`src/rtl/muxn_scan.sv`:
```
// muxn_scan: N-channel, WIDTH-bit registered multiplexer with manual and
// auto-scan channel selection. Output data, channel index and valid flag
// are registered with one cycle of latency from the channel register.
// Optional feature macro: MUXN_SCAN_PARITY_EN adds out_par / par_odd.
module muxn_scan #(
    parameter int unsigned WIDTH = 8,
    parameter int unsigned N     = 4,
    parameter int unsigned DWELL = 4,
    localparam int unsigned SEL_W = (N <= 2) ? 1 : $clog2(N)
) (
    input  logic                 clk,
    input  logic                 rst_n,
    input  logic [N*WIDTH-1:0]   in_bus,
    input  logic [N-1:0]         in_valid,
    input  logic                 mode,
    input  logic [SEL_W-1:0]     sel,
    input  logic                 load_sel,
    input  logic                 freeze,
`ifdef MUXN_SCAN_PARITY_EN
    input  logic                 par_odd,
    output logic                 out_par,
`endif
    output logic [WIDTH-1:0]     out,
    output logic [SEL_W-1:0]     out_ch,
    output logic                 out_valid,
    output logic                 sel_err
);

    localparam int unsigned CNT_W = (DWELL <= 1) ? 1 : $clog2(DWELL);
    localparam logic [CNT_W-1:0] CNT_LAST = CNT_W'(DWELL - 1);
    localparam logic [SEL_W:0]   N_LIM    = (SEL_W + 1)'(N);

    localparam logic [0:0] ST_MAN  = 1'b0;
    localparam logic [0:0] ST_SCAN = 1'b1;

    logic [0:0]       state_q, state_d;
    logic [CNT_W-1:0] cnt_q, cnt_d;
    logic [SEL_W-1:0] cur_q, cur_d;
    logic [WIDTH-1:0] out_q, out_d;
    logic [SEL_W-1:0] out_ch_q, out_ch_d;
    logic             out_valid_q, out_valid_d;
    logic             sel_err_q, sel_err_d;
    logic [SEL_W-1:0] nxt_ch;
    logic             nxt_found;
    logic [WIDTH-1:0] cur_data;
`ifdef MUXN_SCAN_PARITY_EN
    logic             out_par_q, out_par_d;
`endif

    // Data of the channel currently held in the channel register.
    assign cur_data = in_bus[32'(cur_q)*WIDTH +: WIDTH];

    // Next valid channel after cur, searched in ascending order with wrap.
    always_comb begin
        nxt_ch    = cur_q;
        nxt_found = 1'b0;
        for (int unsigned i = 1; i < N; i++) begin
            if (!nxt_found && in_valid[(32'(cur_q) + i) % N]) begin
                nxt_ch    = SEL_W'((32'(cur_q) + i) % N);
                nxt_found = 1'b1;
            end
        end
    end

    // Next-state and output-register logic; freeze holds everything.
    always_comb begin
        state_d     = state_q;
        cnt_d       = cnt_q;
        cur_d       = cur_q;
        out_d       = out_q;
        out_ch_d    = out_ch_q;
        out_valid_d = out_valid_q;
        sel_err_d   = sel_err_q;
`ifdef MUXN_SCAN_PARITY_EN
        out_par_d   = out_par_q;
`endif
        if (!freeze) begin
            out_d       = cur_data;
            out_ch_d    = cur_q;
            out_valid_d = in_valid[cur_q];
`ifdef MUXN_SCAN_PARITY_EN
            out_par_d   = (^cur_data) ^ par_odd;
`endif
            case (state_q)
                ST_MAN: begin
                    if (mode) begin
                        // Mode change wins over a simultaneous load strobe.
                        state_d = ST_SCAN;
                        cnt_d   = '0;
                    end else if (load_sel) begin
                        if ({1'b0, sel} < N_LIM) begin
                            cur_d = sel;
                        end else begin
                            sel_err_d = 1'b1;
                        end
                    end
                end
                ST_SCAN: begin
                    if (!mode) begin
                        state_d = ST_MAN;
                        cnt_d   = '0;
                    end else if (cnt_q == CNT_LAST) begin
                        cnt_d = '0;
                        cur_d = nxt_ch;
                    end else begin
                        cnt_d = cnt_q + CNT_W'(1);
                    end
                end
                default: begin
                    state_d = ST_MAN;
                    cnt_d   = '0;
                end
            endcase
        end
    end

    // State and output registers with asynchronous active-low reset.
    always_ff @(posedge clk or negedge rst_n) begin
        if (!rst_n) begin
            state_q     <= ST_MAN;
            cnt_q       <= '0;
            cur_q       <= '0;
            out_q       <= '0;
            out_ch_q    <= '0;
            out_valid_q <= 1'b0;
            sel_err_q   <= 1'b0;
`ifdef MUXN_SCAN_PARITY_EN
            out_par_q   <= 1'b0;
`endif
        end else begin
            state_q     <= state_d;
            cnt_q       <= cnt_d;
            cur_q       <= cur_d;
            out_q       <= out_d;
            out_ch_q    <= out_ch_d;
            out_valid_q <= out_valid_d;
            sel_err_q   <= sel_err_d;
`ifdef MUXN_SCAN_PARITY_EN
            out_par_q   <= out_par_d;
`endif
        end
    end

    assign out       = out_q;
    assign out_ch    = out_ch_q;
    assign out_valid = out_valid_q;
    assign sel_err   = sel_err_q;
`ifdef MUXN_SCAN_PARITY_EN
    assign out_par   = out_par_q;
`endif

endmodule

```
`config.mk`:
```
export PLATFORM = sky130hd
export DESIGN_NAME = muxn_scan
export DESIGN_NICKNAME = d
export VERILOG_FILES = /design/src/rtl/muxn_scan.sv
export SDC_FILE = /design/constraint.sdc
export NUM_CORES = 1
export LEC_CHECK = 0
export ABC_AREA = 1
export CAP_MARGIN = 10
export CORE_MARGIN = 10
export CORE_UTILIZATION = 43
export CTS_CLUSTER_DIAMETER = 30
export DETAILED_ROUTE_END_ITERATION = 8
export PLACE_DENSITY = 0.91
export RECOVER_POWER = 25
export SLEW_MARGIN = 0
export SYNTH_ARGS = -nofsm -noshare
export SYNTH_HDL_FRONTEND = slang
export SYNTH_SLANG_ARGS = --single-unit
```
`constraint.sdc`:
```
create_clock -name clk -period 3.7 [get_ports clk]
set_input_delay 0.74 -clock clk [delete_from_list [all_inputs] [get_ports clk]]
set_output_delay 0.74 -clock clk [all_outputs]
set_load 0.02 [all_outputs]
```
==> summary.txt <==
status - completed
DR pass1 iterations - 6
cell family with most CP delay - buffers and inverters
P per Cell Area - 629.0 nW/um^2
Final period util - 55.26%
# IOs - 55
critical path's largest stage delay - 640 ps
FFs w/ async S/R, synth - 100.0%
worst r2r src - state_q$_DFFE_PN0N_
Crit path depth - 1
synthesized instance count - 154
number of setup buffers added after CTS - 0
cell-internal power - 0.0005751 W
die footprint - 5114 sq um
Final setup viols - 0
post-synthesis sequential area ratio - 35.09%
Num CTS Buffers - 3
worst-path fanout max - 2
final-report hold violation count - 0
Core Util, Final - 68.57%
CTS H-tree depth - 1
CTS Hold Bufs - 0
TNS Setup - 0 ps
Avg WL per Cell - 14.93 um
CTS max path bufs - 2
sequential power share - 28.5%
final WL - 3524 um
most frequent cell after synthesis - nand2_1
# clock sinks - 16
Residual DRC - 0
global-route wire length before repair - 5340 um
core area - 2500 sq um
Warnings, synthesis - 0
Initial Util - 45.65%
number of vias per cell - 5.246
crit start category - flop
Peak VDD IR - 0.0004241 V
P_sw - 0.0005031 W
worst hold slack - 502.9 ps
Peak Freq - 489.1 MHz
Antenna Cells - 0
DP Worst Slack - 1501 ps
Final WS setup - 1655 ps
Setup crit start - out[5]$_DFFE_PN0N_
clock root cell - clkbuf_4
clock share of power - 11.0%
cell area after synthesis - 1141 sq um
Die H - 71.52 um
final instance area - 1714 sq um
Leak - 0.7914 nW
Period minus WS final - 2045 ps
power share of the combinational group - 60.5%
Port Buffer Count - 53
layout cells sized above 1 - 10.19%
Yosys cell types - 27
top cell type's share of synthesized area - 35.09%
CP Cell Sequence - clkdlybuf4s50_1
vias - 1238
chip width - 71.52 um
Placed Area - 1678 sq um
Avg Inst Size Synth - 7.410 sq um
RePlAce Congestion - 0.8981
antenna violations before repair - 0
Slew Limit Fails - 0
CTS tree - built
Final nets - 254
reg-to-reg endpoint - cur_q[1]$_DFFE_PN0P_
Synth top cells by count - 41 x nand2_1, 16 x dfrtp_1, 16 x inv_1
grt ovf - 0
Slowest-stage cell, CP - clkdlybuf4s50_1
Crit Path Class - flop to output port
end point of the critical path - out[5]
Setup Skew - 7.014 ps
Area contributors post-synth - dfrtp_1 35%, nand2_1 13%, a22oi_1 7.2%, inv_1 5.3%, ha_1 4.4%
# rows - 18
Critical Path End Type - output port
main flop type after synthesis - dfrtp_1
flops & latches, synth - 16
Clock Latency Late Sink - 300 ps
WP buf/inv - 1
number of global-route vias before repair - 1158
Post-synth EDFFs - 0
R2R setup slack - 2120 ps
post-DP HPWL - 2955 um
max cap viols - 0
antenna-violating nets left - 0
pin count of the biggest net entering global routing - 17
WP data required - 2960 ps
hold crit path type - flop to flop
Slew @ Worst Pin - 737.2 ps
Starting DRT DRC Count - 78
Rel. slew slack - 50.69%
Mapped Nets - 201
Area growth syn-to-layout - 50.22%
crit path DAT - 1300 ps
Sw Share - 46.66%
Post-CTS Resized - 0
Yosys top cell by area - dfrtp_1
Register-to-Register Path Depth - 7
total track usage - 12.77%
unrepaired setup endpoints after global routing - no
CTS clk-pin slew, worst paths - 100 ps
## layout make-up
class / count / area (sq um)
clock buffer: 4 / 36.28
multi-input combinational: 115 / 636.9
timing repair buffer: 53 / 530.5
inverter: 18 / 72.57
sequential: 16 / 400.4
tap: 30 / 37.54
fill: 188 / 785.8
## power by group through the flow
stage	Sequential [W]	Combinational [W]	Clock, W
2_1_floorplan	0.000354	0.000370	0
6_report	0.000307	0.000652	0.000119
4_1_cts	0.000306	0.000654	0.000123
3_3_place_gp	0.000306	0.000634	0
5_1_grt	0.000317	0.000713	0.000127
3_5_place_dp	0.000308	0.000651	0
## cells in the final DEF (no fill, tap or decap)
cell type / count
a41oi_1: 3
dlygate4sd3_1: 2
conb_1: 1
a22oi_1: 11
inv_6: 1
o311ai_0: 1
clkbuf_8: 1
inv_1: 16
a31oi_1: 4
nor2_1: 13
nor3_1: 1
o21ai_1: 1
and2_1: 1
o21ai_0: 7
ha_1: 4
clkbuf_4: 3
nand3_1: 8
nor2_2: 2
clkdlybuf4s50_1: 51
nand2_4: 4
inv_2: 1
nand2_2: 7
nand4_1: 3
nand3_2: 2
dfrtp_1: 16
nand2_1: 41
nor4_1: 1
## flip-flops by register name, summed over array words and instances, names as in the netlist
signal / count
state_q: 1
out_ch: 2
out_valid: 1
cnt_q: 2
out: 8
cur_q: 2
## worst min path at each step
stage,from,to,slack [ps],cells past startpoint
finish,out_ch[1]$_DFFE_PN0N_,out_ch[1]$_DFFE_PN0N_,500,2
detailed placement,out_ch[1]$_DFFE_PN0N_,out_ch[1]$_DFFE_PN0N_,480,2
global placement,out_ch[0]$_DFFE_PN0N_,out_ch[0]$_DFFE_PN0N_,480,2
floorplan,rst_n,cnt_q[0]$_DFFE_PN0P_,440,0
CTS,out_ch[1]$_DFFE_PN0N_,out_ch[1]$_DFFE_PN0N_,500,2
global route,out_ch[1]$_DFFE_PN0N_,out_ch[1]$_DFFE_PN0N_,510,2
## per-stage QoR
step                      cells   power, W
after floorplan             154  0.0007230
final                       236   0.001078
after global routing        236   0.001157
after CTS                   236   0.001083
after global placement      232  0.0009399
after detailed placement    232  0.0009588
## cells by family (layout without fill, tap and decap cells)
family,count (synthesis),after routing,share of synthesized area [%]
buf+inv,23,75,9.101
compound gates,27,27,16.01
flops,16,16,35.09
fa+ha+maj,4,4,4.386
other cells,1,1,0.3286
simple gates,83,83,35.09
## layer usage
layer / wire length, um / vias to the layer above / global-route usage (%)
li1: - / 624 / -
met1: 1239 / 561 / 13.01
met2: 2016 / 45 / 23.82
met3: 167 / 8 / 2.893
met4: 100 / 0 / 6.022
met5: 0 / - / 0
## worst register-to-register path, cell delays in order (launching register included)
cell and delay [ps]:
dfrtp_1 520, inv_1 180, ha_1 220, nor4_1 320, nand3_2 130, nor2_2 90
nand2_1 50, nand2_1 50
(Power assumes the default switching activity.)
